[src/rtl/mult_seq.sv]
// ---------------------------------------------------------------------------
// mult_seq : iterative shift-add multiply controller and HI/LO register owner
//
// Runs MULT/MULTU for the 5-stage MIPS core, one partial-product add per
// cycle. It also owns the architectural HI/LO pair, including MTHI/MTLO
// writes. While a multiply is in flight, busy stalls the pipeline through
// the hazard unit.
//
// Ports
//   clk        core clock; all state changes on the rising edge
//   rst_n      asynchronous active-low reset
//   start      issue a multiply (ignored unless idle)
//   signed_op  1 = MULT (two's complement), 0 = MULTU
//   flush      abort an in-flight multiply; HI/LO are left untouched
//   a, b       rs / rt operands (forwarded ID/EX values)
//   mthi/mtlo  write hi_wdata / lo_wdata (honoured only when idle, no start)
//   hi_wdata   MTHI data
//   lo_wdata   MTLO data
//   busy       multiply in flight (RUN or FIX)
//   done       one-cycle pulse in the FIX cycle
//   hi, lo     HI / LO registers
//
// Optional build macro: MULT_EARLY_TERM_EN
//   When defined, RUN ends as soon as the remaining multiplier bits are all
//   zero. When undefined, RUN always lasts exactly WIDTH cycles.
// ---------------------------------------------------------------------------
module mult_seq #(
  parameter int WIDTH = 32,
  parameter int CNT_W = 6
) (
  input  logic             clk,
  input  logic             rst_n,
  input  logic             start,
  input  logic             signed_op,
  input  logic             flush,
  input  logic [WIDTH-1:0] a,
  input  logic [WIDTH-1:0] b,
  input  logic             mthi,
  input  logic             mtlo,
  input  logic [WIDTH-1:0] hi_wdata,
  input  logic [WIDTH-1:0] lo_wdata,
  output logic             busy,
  output logic             done,
  output logic [WIDTH-1:0] hi,
  output logic [WIDTH-1:0] lo
);

  localparam logic [1:0] S_IDLE = 2'd0;
  localparam logic [1:0] S_RUN  = 2'd1;
  localparam logic [1:0] S_FIX  = 2'd2;

  logic [1:0]         state;
  logic [CNT_W-1:0]   cnt;
  logic [2*WIDTH-1:0] mcand;
  logic [2*WIDTH-1:0] prod;
  logic [WIDTH-1:0]   mplier;
  logic               neg;

  logic               run_last;
  logic [2*WIDTH-1:0] result;

  // Operand magnitude. The most negative value maps to 2^(WIDTH-1), which
  // still fits as an unsigned WIDTH-bit number.
  function automatic logic [WIDTH-1:0] magnitude(input logic [WIDTH-1:0] v,
                                                 input logic             s);
    return (s && v[WIDTH-1]) ? (~v + WIDTH'(1)) : v;
  endfunction

  // Applies the sign to the unsigned magnitude product.
  function automatic logic [2*WIDTH-1:0] apply_sign(input logic [2*WIDTH-1:0] p,
                                                    input logic               n);
    return n ? (~p + (2*WIDTH)'(1)) : p;
  endfunction

`ifdef MULT_EARLY_TERM_EN
  // The cycle that consumes the last set multiplier bit is the final RUN
  // cycle. With b=0 this still gives one RUN cycle.
  assign run_last = (cnt == CNT_W'(WIDTH-1)) || (mplier[WIDTH-1:1] == '0);
`else
  assign run_last = (cnt == CNT_W'(WIDTH-1));
`endif

  assign result = apply_sign(prod, neg);

  // busy is a decode of the state register only, so the stall path has no
  // combinational dependence on start.
  assign busy = (state == S_RUN) || (state == S_FIX);
  assign done = (state == S_FIX) && !flush;

  always_ff @(posedge clk or negedge rst_n) begin
    if (!rst_n) begin
      state  <= S_IDLE;
      cnt    <= '0;
      mcand  <= '0;
      prod   <= '0;
      mplier <= '0;
      neg    <= 1'b0;
      hi     <= '0;
      lo     <= '0;
    end else begin
      case (state)
        // IDLE: latch magnitudes and sign, or service MTHI/MTLO
        S_IDLE: begin
          if (start && !flush) begin
            mcand  <= {{WIDTH{1'b0}}, magnitude(a, signed_op)};
            mplier <= magnitude(b, signed_op);
            neg    <= signed_op & (a[WIDTH-1] ^ b[WIDTH-1]);
            prod   <= '0;
            cnt    <= '0;
            state  <= S_RUN;
          end else if (!start) begin
            if (mthi) hi <= hi_wdata;
            if (mtlo) lo <= lo_wdata;
          end
        end
        // RUN: one conditional add and one shift per cycle
        S_RUN: begin
          if (flush) begin
            state <= S_IDLE;
          end else begin
            if (mplier[0]) prod <= prod + mcand;
            mcand  <= {mcand[2*WIDTH-2:0], 1'b0};
            mplier <= {1'b0, mplier[WIDTH-1:1]};
            cnt    <= cnt + CNT_W'(1);
            if (run_last) state <= S_FIX;
          end
        end
        // FIX: sign-correct the product and commit it to HI/LO
        S_FIX: begin
          state <= S_IDLE;
          if (!flush) begin
            hi <= result[2*WIDTH-1:WIDTH];
            lo <= result[WIDTH-1:0];
          end
        end
        default: state <= S_IDLE;
      endcase
    end
  end

endmodule

[config.mk]
export PLATFORM = sky130hd
export DESIGN_NAME = mult_seq
export DESIGN_NICKNAME = d
export VERILOG_FILES = /design/src/rtl/mult_seq.sv
export SDC_FILE = /design/constraint.sdc
export NUM_CORES = 1
export LEC_CHECK = 0
export ABC_AREA = 1
export BUFFER_PORTS_ARGS = -buffer_cell sky130_fd_sc_hd__buf_2
export CAP_MARGIN = 20
export CORE_MARGIN = 3
export CORE_UTILIZATION = 40
export CTS_CLUSTER_DIAMETER = 30
export CTS_CLUSTER_SIZE = 25
export DETAILED_ROUTE_END_ITERATION = 8
export GPL_TIMING_DRIVEN = 0
export PLACE_DENSITY_LB_ADDON = 0.3
export RECOVER_POWER = 50
export SLEW_MARGIN = 5
export SYNTH_ARGS = -nofsm -noshare
export SYNTH_HDL_FRONTEND = slang
export SYNTH_SLANG_ARGS = --single-unit
[constraint.sdc]
create_clock -name clk -period 1.8 [get_ports clk]
set_input_delay 0.27 -clock clk [delete_from_list [all_inputs] [get_ports clk]]
set_output_delay 0.27 -clock clk [all_outputs]
set_load 0.1 [all_outputs]
Word level (Yosys, flattened, before mapping). Index checks and enable logic that the tools add are counted.

Reduce and logical (&&, ||, !) cells: 15. Multiplexer cells: 30. Add/subtract/negate cells: 5. Equality and inequality tests: 12. Bitwise gates (word level): 5.

Operator list (count): $mux 32 (12); $mux 64 (6); $pmux 64 s2 (2); $pmux 32 s2 (3); $add 32x1->32 const B (2); $add 64x1->64 const B (1); $add 64x64->64 (1); $not 32->32 (2); $not 64->64 (1); $ne 2x2->1 const B (8); $mux 6 (2); $pmux 6 s2 (1); $reduce_and 5->1 (2); $add 6x1->6 const B (1); $eq 6x5->1 const B (1); $mux 2 (3); $logic_and 1x1->1 (4); $pmux 2 s2 (1); $reduce_and 2->1 (2); $reduce_and 4->1 (1); $reduce_bool 2->1 (2); $ne 3x3->1 const B (1); $reduce_and 3->1 (1); $eq 2x1->1 const B (1); 6 further kinds (6).

Input bits: 135. Output and inout bits: 66. Logic and storage cells: 75. Register bits: 233.

Logic depth before layout (Yosys ltp). Gate-level depths: netlist of run 1.

Depth after elaboration: 5. Mapped depth: 17.

Worst setup path before layout of run 1. No wires, ideal clock.

Path type: register -> register. Start: reg state[0]. End: reg lo[21]. Slack: -0.726 ns. Library setup time: 0.068 ns. Cell stages (with the launch flop): 14. Arrival time: 2.458 ns. Path buffers: 2. Clock period less this slack: 2.526 ns. Path through: dfrtp_1 > inv_1 > ha_1 > buf_2 > inv_2 > nor2_2 > o21ai_1 > inv_1 > o21ai_2 > inv_2 > buf_2 > o21ai_1 > a21o_1 > nand2_1.

Word-level cells in the longest chain between the ends: 3. Elaborated cells between the ends (all ways): 9.

RTL lines: start: declaration (RTL line 52) `logic [1:0] state;`; start signal: assignment (RTL line 92) `state <= S_IDLE;`; start signal: assignment (RTL line 110) `state <= S_RUN;`; start signal: assignment (RTL line 119) `state <= S_IDLE;`; $eq 2x2->1 or $logic_not 2->1 (tied branches) (RTL line 101) `case (state)`; $ne 2x2->1 (no source line) or $reduce_bool 2->1 (tied branches); $reduce_and 5->1 (no source line); end signal: assignment (RTL line 113) `if (mtlo) lo <= lo_wdata;`; end signal: assignment (RTL line 133) `lo <= result[WIDTH-1:0];`; end: declaration (RTL line 45) `output logic [WIDTH-1:0] lo`.

Several ways; a longest one is shown, not always the timed one. A chain may end at the register's enable or synchronous reset.

Worst setup path after layout of run 1.
Start: reg prod[0]. End: reg prod[40].

Word-level cells in the longest chain between the ends: 4.

RTL lines: start: declaration (RTL line 55) `logic [2*WIDTH-1:0] prod;`; start signal: assignment (RTL line 121) `if (mplier[0]) prod <= prod + mcand;`; $add 64x64->64 (RTL line 121); $mux 64 (RTL line 121); $mux 64 (RTL line 118) `if (flush) begin`; $pmux 64 s2 (RTL line 101).

Every way passes these cells. The select of a mux whose other input is x is not followed.

==> results of run 1 <==
-- worst paths after layout --
check,end,slack (ns),cells past startpoint
setup / recovery,prod[40]$_DFFE_PN0P_,-0.44,15
hold / removal,mplier[13]$_DFFE_PN0P_,0.02,4
setup reg to reg,prod[40]$_DFFE_PN0P_,-0.44,15
hold reg to reg,hi[17]$_DFFE_PN0P_,0.47,2
max in group asynchronous,prod[53]$_DFFE_PN0P_,-0.06,3
min in group asynchronous,mplier[8]$_DFFE_PN0P_,0.61,2
-- cell usage in the layout (no fill, tap or decap), types with 61 or more instances in the layout --
cell type / instances
dlygate4sd3_1: 64
inv_1: 460
nand3_1: 175
dfrtp_1: 160
nor2_2: 61
o21ai_0: 96
a21oi_1: 95
nand2_1: 974
nand2_4: 76
buf_4: 138
buf_2: 215
ha_4: 62
clkbuf_16: 64
nor2_1: 291
nand2_2: 139
dfrtp_2: 73
-- worst max-delay path, cell delays in order, from the launching register on --
cell     delay, ns
dfrtp_1       0.41
ha_2          0.22
inv_2         0.04
fa_2          0.33
inv_2         0.09
nand3_4       0.11
nand2_4       0.14
nand2_4       0.08
nand2_4       0.14
nand2_4       0.07
nand3_4       0.12
nand2_4       0.07
nand2_4       0.10
nand2_2       0.04
nand2_1       0.05
o21ai_1       0.06
-- per-layer routing --
metal	vias up	part of all wire, %	global-route usage [%]
met5	-	0	0
met4	0	5.6	13.4
met3	298	8.5	4.28
met2	1161	46	50.9
met1	11120	39	38.7
li1	11377	-	-
-- Yosys cell counts, types with 5 or more instances --
cell      number
nand2_1     1184
inv_1        509
nor2_1       387
dfrtp_1      233
nand3_1      222
o21ai_0      142
a21oi_1      135
ha_1          70
clkbuf_1      41
xor2_1        41
o22ai_1       40
o211ai_1      35
nor3_1        34
nand4_1       33
buf_2         31
o21ai_1       26
inv_2         12
buf_1         11
nor2_2        10
o221ai_1       9
nand2_2        8
nand3b_1       7
xnor2_1        6
buf_4          5
nor2_4         5
o21a_1         5
or2_2          5
-- power groups by stage --
| stage | Sequential, mW | Combinational, mW | Clock, mW |
|---|---|---|---|
| floorplan | 14.0 | 17.0 | 0 |
| global placement | 9.76 | 29.3 | 0 |
| detailed placement | 9.78 | 29.4 | 0 |
| CTS | 9.86 | 35.7 | 11.3 |
| global route | 10.2 | 42.5 | 11.6 |
| finish | 10.0 | 39.8 | 11.3 |
-- cell type report --
type | instances | share of cell area, %
multi-input cells | 2450 | 49.3
flip-flops and latches | 233 | 20.0
repair buffers | 433 | 11.1
inverters | 522 | 6.82
clock buffers | 77 | 5.64
well taps | 656 | 2.78
plain buffers | 87 | 2.73
clock inverters | 34 | 1.55
-- cell families after synthesis --
| group | synth area share (%) |
|---|---|
| simple gates | 39.8 |
| buf+inv | 11.9 |
| xor+xnor | 2.09 |
| flops | 29.6 |
| fa+ha+maj | 4.56 |
| compound gates | 12.0 |
-- through the flow --
step | hold WS, ns | power, mW | setup TNS (ns)
after floorplan | -0.0256 | 31.0 | -13.22
after global placement | 0.459 | 39.1 | -1031.07
after detailed placement | 0.138 | 39.2 | -131.21
after CTS | 0.000440 | 56.9 | -27.41
after global routing | 0.0318 | 64.3 | -109.97
final | 0.0171 | 61.1 | -35.66
-- flip-flops by register name, summed over array words and instances (netlist names) --
name and cells:
mcand 64, prod 64, cnt 6, neg 1, state 2, hi 32
lo 32, mplier 32
-- what timing repair did --
item | in CTS | in global routing
hold buffers | 64 | 0
cloned | 10 | 0
hold endpoints to repair | 296 | 0
gates resized for setup | 605 | 369
pin swaps | 101 | 153
setup endpoints to repair | 233 | 232
setup buffers | 116 | 42
==> results.cfg, run 1 <==
[global_routing]
grt_pass1_wl_mm = 126
track_usage_pct = 30.3
grt_max_degree = 109
first_global_vias = 22942
antenna_found_initial = 2
grt-ovfl-total = 0

[synth]
synthArstFlopShare_pct = 100
yosys.area.top_type = dfrtp_1
yosys_warnings = 0
synthesis.nets = 3499
seq_area_frac_synth_pct = 29.6
synth_top_area_share_pct = 29.6
syn_inst = 3293
avgSynthCellArea_um2 = 5.97
syn_area_um2 = 19700
synth_edf_count = 0
synthFlopType = dfrtp_1
synth_seq_cells = 233
synth_cell_types = 50
synth_area_leaders = dfrtp_1 30%, nand2_1 23%, inv_1 9.7%

[timing]
hold_violations = 0
rsz0062_at_grt = true
min_period_ns = 2.24
period_share_pct = 125
clock_skew_ns = 0.0391
setup_ws_ns = -0.441
max_freq_ghz = 0.446
finalSetupViolCount = 306
finalMaxSlewViolations = 0
max-slew-margin-rel_pct = 5.81
worst_slew_pin_slew_ns = 1.41

[power]
cellLeakagePower_nw = 15.2
p_per_area_nw_per_um2 = 2070
worst_ir_drop_vdd_uv = 1220
p_comb_share_pct = 65.1
p_sw_share_pct = 53.2
p_sw_mw = 32.5
pwr-share-seq_pct = 16.4
p_clk_share_pct = 18.4
power.internal_mw = 28.6

[critical_path]
cp-start-kind = register
r2r-start = prod[0]$_DFFE_PN0P_
arrival_ns = 2.72
critical_path_class = register to register
worstPathMaxFanout = 4
crit_start = prod[0]$_DFFE_PN0P_
cp.required_ns = 2.28
endpoint_kind = register

[floorplanning]
fp.dieW_um = 228
dieHeight_um = 228
die_area_um2 = 51900
io-pin-count = 201
rows = 80
start_util_pct = 40.8
core_um2 = 48100

[clocking]
htreeDepth = 2
cts.sinks = 233
cts_tree = done
clk_path_buf_depth = 3
worstSkewPairLatency_ns = 0.64
cts-root-buf = clkbuf_16
cts_buffers = 61
clk_pin_slew_worst_paths_ns = 0.05

[routing]
routed_wl_mm = 84.2
wl_per_cell_um = 18.8
viasPerCell = 5.33
first_pass_iters = 6
drc = 0
vias = 23956
ant_nets = 0
dr.first_iter.drc_count = 2266

[placement]
post-dp-hpwl_mm = 59.0
pre_cts_slack_ns = -1.17
postPlaceCellArea_um2 = 21900
io_buffers = 200
dp_cells = 4151
gp_congestion = 0.980

[layout]
drive_gt1_share_pct = 31.9
layout.nets = 3994
stdcell_count = 4492
area_growth_pct = 50.2
multi_input_area_um2 = 14600
diodes = 0
fillers = 4170
post-route-util_pct = 61.4
register_area_um2 = 5920
postLayoutCellArea_um2 = 29500

[status]
violations = setup timing
outcome = finished, violations left

[job]
maxCapViolCount = 0

[hold_path]
min_from = b[13]
hold_class = primary input to register
No activity file was read; power rests on OpenSTA's default activity.
==> run 2, diff against run 1 <==
- clock period: 1.8 -> 2.85 ns (I/O delays scaled with it)
==> run 2 against run 1 <==
Effect of this change: the run now ends clean; critical path type unchanged; routed wire length decreased by 13%; highest routed layer unchanged; setup slack better by 0.57 ns; count of clock-buffer cells in the layout grew 1; non-clock buffer count shrank 228; total power shrank 48%; first-iteration DRC count is 26% lower; critical path depth is 3 lower; utilization down 12 points.
==> results.cfg, run 2 (synthesis results as in run 1) <==
[status]
outcome = finished clean

[timing]
period_share_pct = 95.6
worst_slew_pin_slew_ns = 1.48
finalMaxSlewViolations = 0
max_freq_ghz = 0.367
finalSetupViolCount = 0
clock_skew_ns = 0.0217
tns_ns = 0
rsz0062_at_grt = false
hold_violations = 0
setup_ws_ns = 0.124
min_period_ns = 2.73
whs_ns = 0.0441
max-slew-margin-rel_pct = 1.02

[layout]
diodes = 0
post-route-util_pct = 49.1
layout_common_cells = 1,184 x nand2_1, 509 x inv_1, 388 x nor2_1
area_growth_pct = 20.3
layout.nets = 3766
drive_gt1_share_pct = 10.2
postLayoutCellArea_um2 = 23700
largest_registers = mcand (64), prod (64)
stdcell_count = 4266
fillers = 5149
multi_input_area_um2 = 11500
register_area_um2 = 5830
mostFrequentLayoutCell = nand2_1

[critical_path]
critical_path_class = register to register
arrival_ns = 3.26
worstPathMaxFanout = 10
cpPeakStageDelay_ns = 0.40
cp_top_family = buffers and inverters
endpoint_kind = register
path_buf_inv = 5
slowest_stage = buf_2
cp.required_ns = 3.38
worstPathCellList = inv_1, ha_1, buf_2, inv_2, nor2_1, a21oi_4, nor2_2, nand2_1, inv_2, buf_2, nand3_1, o21ai_0
cp-start-kind = register

[global_routing]
track_usage_pct = 27.7
first_global_vias = 20432
grt-ovfl-total = 0
antenna_found_initial = 1
grt_pass1_wl_mm = 114
grt_max_degree = 106

[routing]
first_pass_iters = 5
vias = 21600
wl_per_cell_um = 17.3
dr.first_iter.drc_count = 1683
viasPerCell = 5.06
drc = 0
ant_nets = 0
routed_wl_mm = 73.7

[hold_path]
hold_class = primary input to register

[clocking]
cts_buffers = 61
clk_pin_slew_worst_paths_ns = 0.05
worstSkewPairLatency_ns = 0.62
cts-root-buf = clkbuf_16
clk_path_buf_depth = 3
htreeDepth = 2
cts.sinks = 233
cts_tree = done

[power]
cellLeakagePower_nw = 12.9
power.total_mw = 31.8
p_per_area_nw_per_um2 = 1340
worst_ir_drop_vdd_uv = 535

[placement]
io_buffers = 200
pre_cts_slack_ns = -0.0406
post-dp-hpwl_mm = 59.9
postPlaceCellArea_um2 = 21600
dp_cells = 4151
gp_congestion = 0.966

[floorplanning]
dieHeight_um = 228
die_area_um2 = 51900
core_um2 = 48100
fp.dieW_um = 228
start_util_pct = 40.8
rows = 80
io-pin-count = 201

[job]
maxCapViolCount = 0
-- run 2: cell types whose count changed in the layout (fill, tap and decap cells not counted), sizes merged --
cell / before / now
clkbuf: 117 / 151
buf: 414 / 218
dlygate4sd3: 64 / 1
bufbuf: 1 / 0
clkinvlp: 8 / 12
inv: 526 / 523
dlymetal6s4s: 1 / 0
-- run 2: area by class of cell --
| cell class | instances | share of cell area (%) |
|---|---|---|
| buffer | 88 | 1.65 |
| clock buffer | 78 | 7.02 |
| clock inverter | 35 | 2.03 |
| inverter | 522 | 8.28 |
| multi-input combinational | 2450 | 48.6 |
| sequential | 233 | 24.7 |
| tap | 656 | 3.47 |
| timing repair buffer | 204 | 4.32 |
-- run 2: worst paths after layout --
check / from / to / slack [ns] / cells past startpoint
setup / recovery: state[1]$_DFFE_PN0P_ / prod[27]$_DFFE_PN0P_ / 0.12 / 12
hold / removal: lo_wdata[19] / lo[19]$_DFFE_PN0P_ / 0.04 / 3
setup reg to reg: state[1]$_DFFE_PN0P_ / prod[27]$_DFFE_PN0P_ / 0.12 / 12
hold reg to reg: hi[0]$_DFFE_PN0P_ / hi[0]$_DFFE_PN0P_ / 0.47 / 2
max in group asynchronous: rst_n / mplier[11]$_DFFE_PN0P_ / 0.43 / 3
min in group asynchronous: rst_n / hi[25]$_DFFE_PN0P_ / 0.69 / 2
-- run 2: tightest hold or removal path, cell delays in order --
cell	delay, ns
buf_2	0.08
o211ai_1	0.07
nand2_1	0.05
-- run 2: layer usage --
layer,part of all wire (%),GRT usage [%]
met5,0,0
met4,3.2,8.78
met3,6.6,3.27
met2,45,46.2
met1,45,37.7
-- run 2: what timing repair did --
item / CTS / global route
setup endpoints to repair: 20 / 9
hold buffers: 1 / 0
pin swaps: 0 / 1
resized for setup: 2 / 1
buffers inserted: 0 / 1
endpoints found under the hold margin: 52 / 0
-- run 2: report_power, final --
group          switching [mW]  internal [mW]  total [mW]
combinational            13.8           4.65        18.5
clock                    2.21           4.90        7.12
sequential               1.47           4.67        6.14
total                    17.5           14.2        31.8
==> run 3, diff against run 2 <==
- ABC_CLOCK_PERIOD_IN_PS: not set -> 2850
- SETUP_SLACK_MARGIN: not set -> 0.15
==> run 3 against run 2 <==
Effect of this change: the flow now finishes with violations (capacitance limit, slew limit); via count grew 0.17%; clock power about the same; cell area rose by 0.30%; count of clock-buffer cells in the layout is the same; hold slack improved by 0.00082 ns; sequential cell count unchanged; combinational power about the same; setup slack gained 0.14 ns; critical path type is now register to output port; critical endpoint is now done.
==> results.cfg, run 3 (synthesis results as in run 1) <==
[status]
outcome = finished, violations left
violations = capacitance limit, slew limit

[power]
p_per_area_nw_per_um2 = 1340
p_sw_mw = 17.5
cellLeakagePower_nw = 13.0
pwr-share-seq_pct = 19.3
p_sw_share_pct = 55.2
p_clk_share_pct = 22.4
power.internal_mw = 14.2
worst_ir_drop_vdd_uv = 535
p_comb_share_pct = 58.3

[clocking]
clk_pin_slew_worst_paths_ns = 0.05
cts-root-buf = clkbuf_16
cts_tree = done
cts.sinks = 233
cts_buffers = 61
worstSkewPairLatency_ns = 0.62
htreeDepth = 2
clk_path_buf_depth = 3

[floorplanning]
die_area_um2 = 51900
io-pin-count = 201
dieHeight_um = 228
core_um2 = 48100
rows = 80
fp.dieW_um = 228
start_util_pct = 40.8

[placement]
gp_congestion = 0.966
post-dp-hpwl_mm = 59.9
io_buffers = 200
dp_cells = 4151

[hold_path]
min_to = lo[19]$_DFFE_PN0P_
hold_class = primary input to register
min_from = lo_wdata[19]
holdPathStages = 3

[routing]
wl_per_cell_um = 17.3
drc = 0
viasPerCell = 5.07
first_pass_iters = 6
ant_nets = 0
vias = 21636
routed_wl_mm = 73.8
dr.first_iter.drc_count = 1785

[critical_path]
path_buf_inv = 4
slowest_stage = dfrtp_1
cpPeakStageDelay_ns = 0.39
cp-start-kind = register
endpoint_kind = output port
arrival_ns = 2.16
r2r_end = prod[40]$_DFFE_PN0P_
cp_top_family = buffers and inverters
reg2reg_depth = 15
cp.required_ns = 2.42
critical_path_class = register to output port
rrSetupSlack_ns = 0.28
worstPathMaxFanout = 8
r2r-start = prod[0]$_DFFE_PN0P_
cp.depth = 6
worstPathCellList = inv_1, ha_1, buf_2, inv_2, nor2_2, buf_6

[timing]
period_share_pct = 90.8
worst_slew_pin_slew_ns = 1.56
finalSetupViolCount = 0
min_period_ns = 2.59
clock_skew_ns = 0.0260
hold_violations = 0
max_freq_ghz = 0.387
rsz0062_at_grt = true
finalMaxSlewViolations = 53
max-slew-margin-rel_pct = -3.70

[global_routing]
grt_pass1_wl_mm = 114
antenna_found_initial = 1
grt_max_degree = 106
first_global_vias = 20445
track_usage_pct = 27.8
grt-ovfl-total = 0

[layout]
stdcell_count = 4267
area_growth_pct = 20.6
post-route-util_pct = 49.3
mostFrequentLayoutCell = nand2_1
layout_common_cells = 1,181 x nand2_1, 509 x inv_1, 384 x nor2_1
largest_registers = mcand (64), prod (64)
layout.nets = 3767
drive_gt1_share_pct = 10.6
diodes = 0

[job]
maxCapViolCount = 1
run 3: cell types whose count changed in the layout (fill, tap and decap cells not counted), sizes merged:
cell	previous run	this run
buf	218	217
clkbuf	151	153
run 3: routing by layer:
metal  vias up  track usage [%]  share of wire, %
met1      9850             37.7                45
met3       126             3.27               6.6
met2       742             46.2                46
li1      10918                -                 -
met5         -                0                 0
met4         0             8.78               3.1
run 3: worst min-delay path: stages:
cell	delay [ns]
buf_2	0.08
o211ai_1	0.07
nand2_1	0.05
run 3: cell type report:
class,count,area [um^2]
fill,5137,24400
sequential,233,5830
clock inverter,35,479
clock buffer,78,1660
multi-input combinational,2450,11500
inverter,522,1960
tap,656,821
buffer,88,393
timing repair buffer,205,1050
run 3: per-stage QoR:
stage / worst slack [ns] / power (mW) / hold WS (ns) / TNS, ns / instance area [um^2]
final: 0.263 / 31.8 / 0.0449 / 0 / 23700
after floorplan: 0.324 / 19.1 / 0.132 / 0 / 19700
after global placement: -2.94 / 24.3 / 0.458 / -668.30 / 21500
after detailed placement: -0.0406 / 24.4 / 0.377 / -0.463 / 21600
after CTS: 0.225 / 31.7 / 0.0207 / 0 / 23700
after global routing: 0.131 / 33.9 / 0.0563 / 0 / 23700
run 3: worst max-delay path by stage:
stage                                    start                      to  slack [ns]
final                     state[0]$_DFFE_PN0P_                    done        0.26
after global routing      mcand[0]$_DFFE_PN0P_    prod[62]$_DFFE_PN0P_        0.13
after CTS                 state[0]$_DFFE_PN0P_                    done        0.23
after detailed placement  state[1]$_DFFE_PN0P_    prod[38]$_DFFE_PN0P_       -0.04
after global placement                   rst_n  mplier[11]$_DFFE_PN0P_       -2.94
after floorplan           state[0]$_DFFE_PN0P_      lo[21]$_DFFE_PN0P_        0.32
run 3: power groups by stage:
stage | logic (mW) | registers [mW] | clock network [mW]
detailed placement | 18.3 | 6.09 | 0
CTS | 18.4 | 6.06 | 7.18
floorplan | 10.3 | 8.77 | 0
global placement | 18.3 | 6.08 | 0
global route | 20.2 | 6.28 | 7.39
finish | 18.5 | 6.14 | 7.12
run 3: timing repair:
item                                    in CTS  in global routing
hold buffers                                 1                  0
pin swaps                                    1                  0
buffers inserted                             2                  0
gates resized for setup                      3                 13
endpoints found under the setup margin      41                 25
hold endpoints to repair                    52                  0
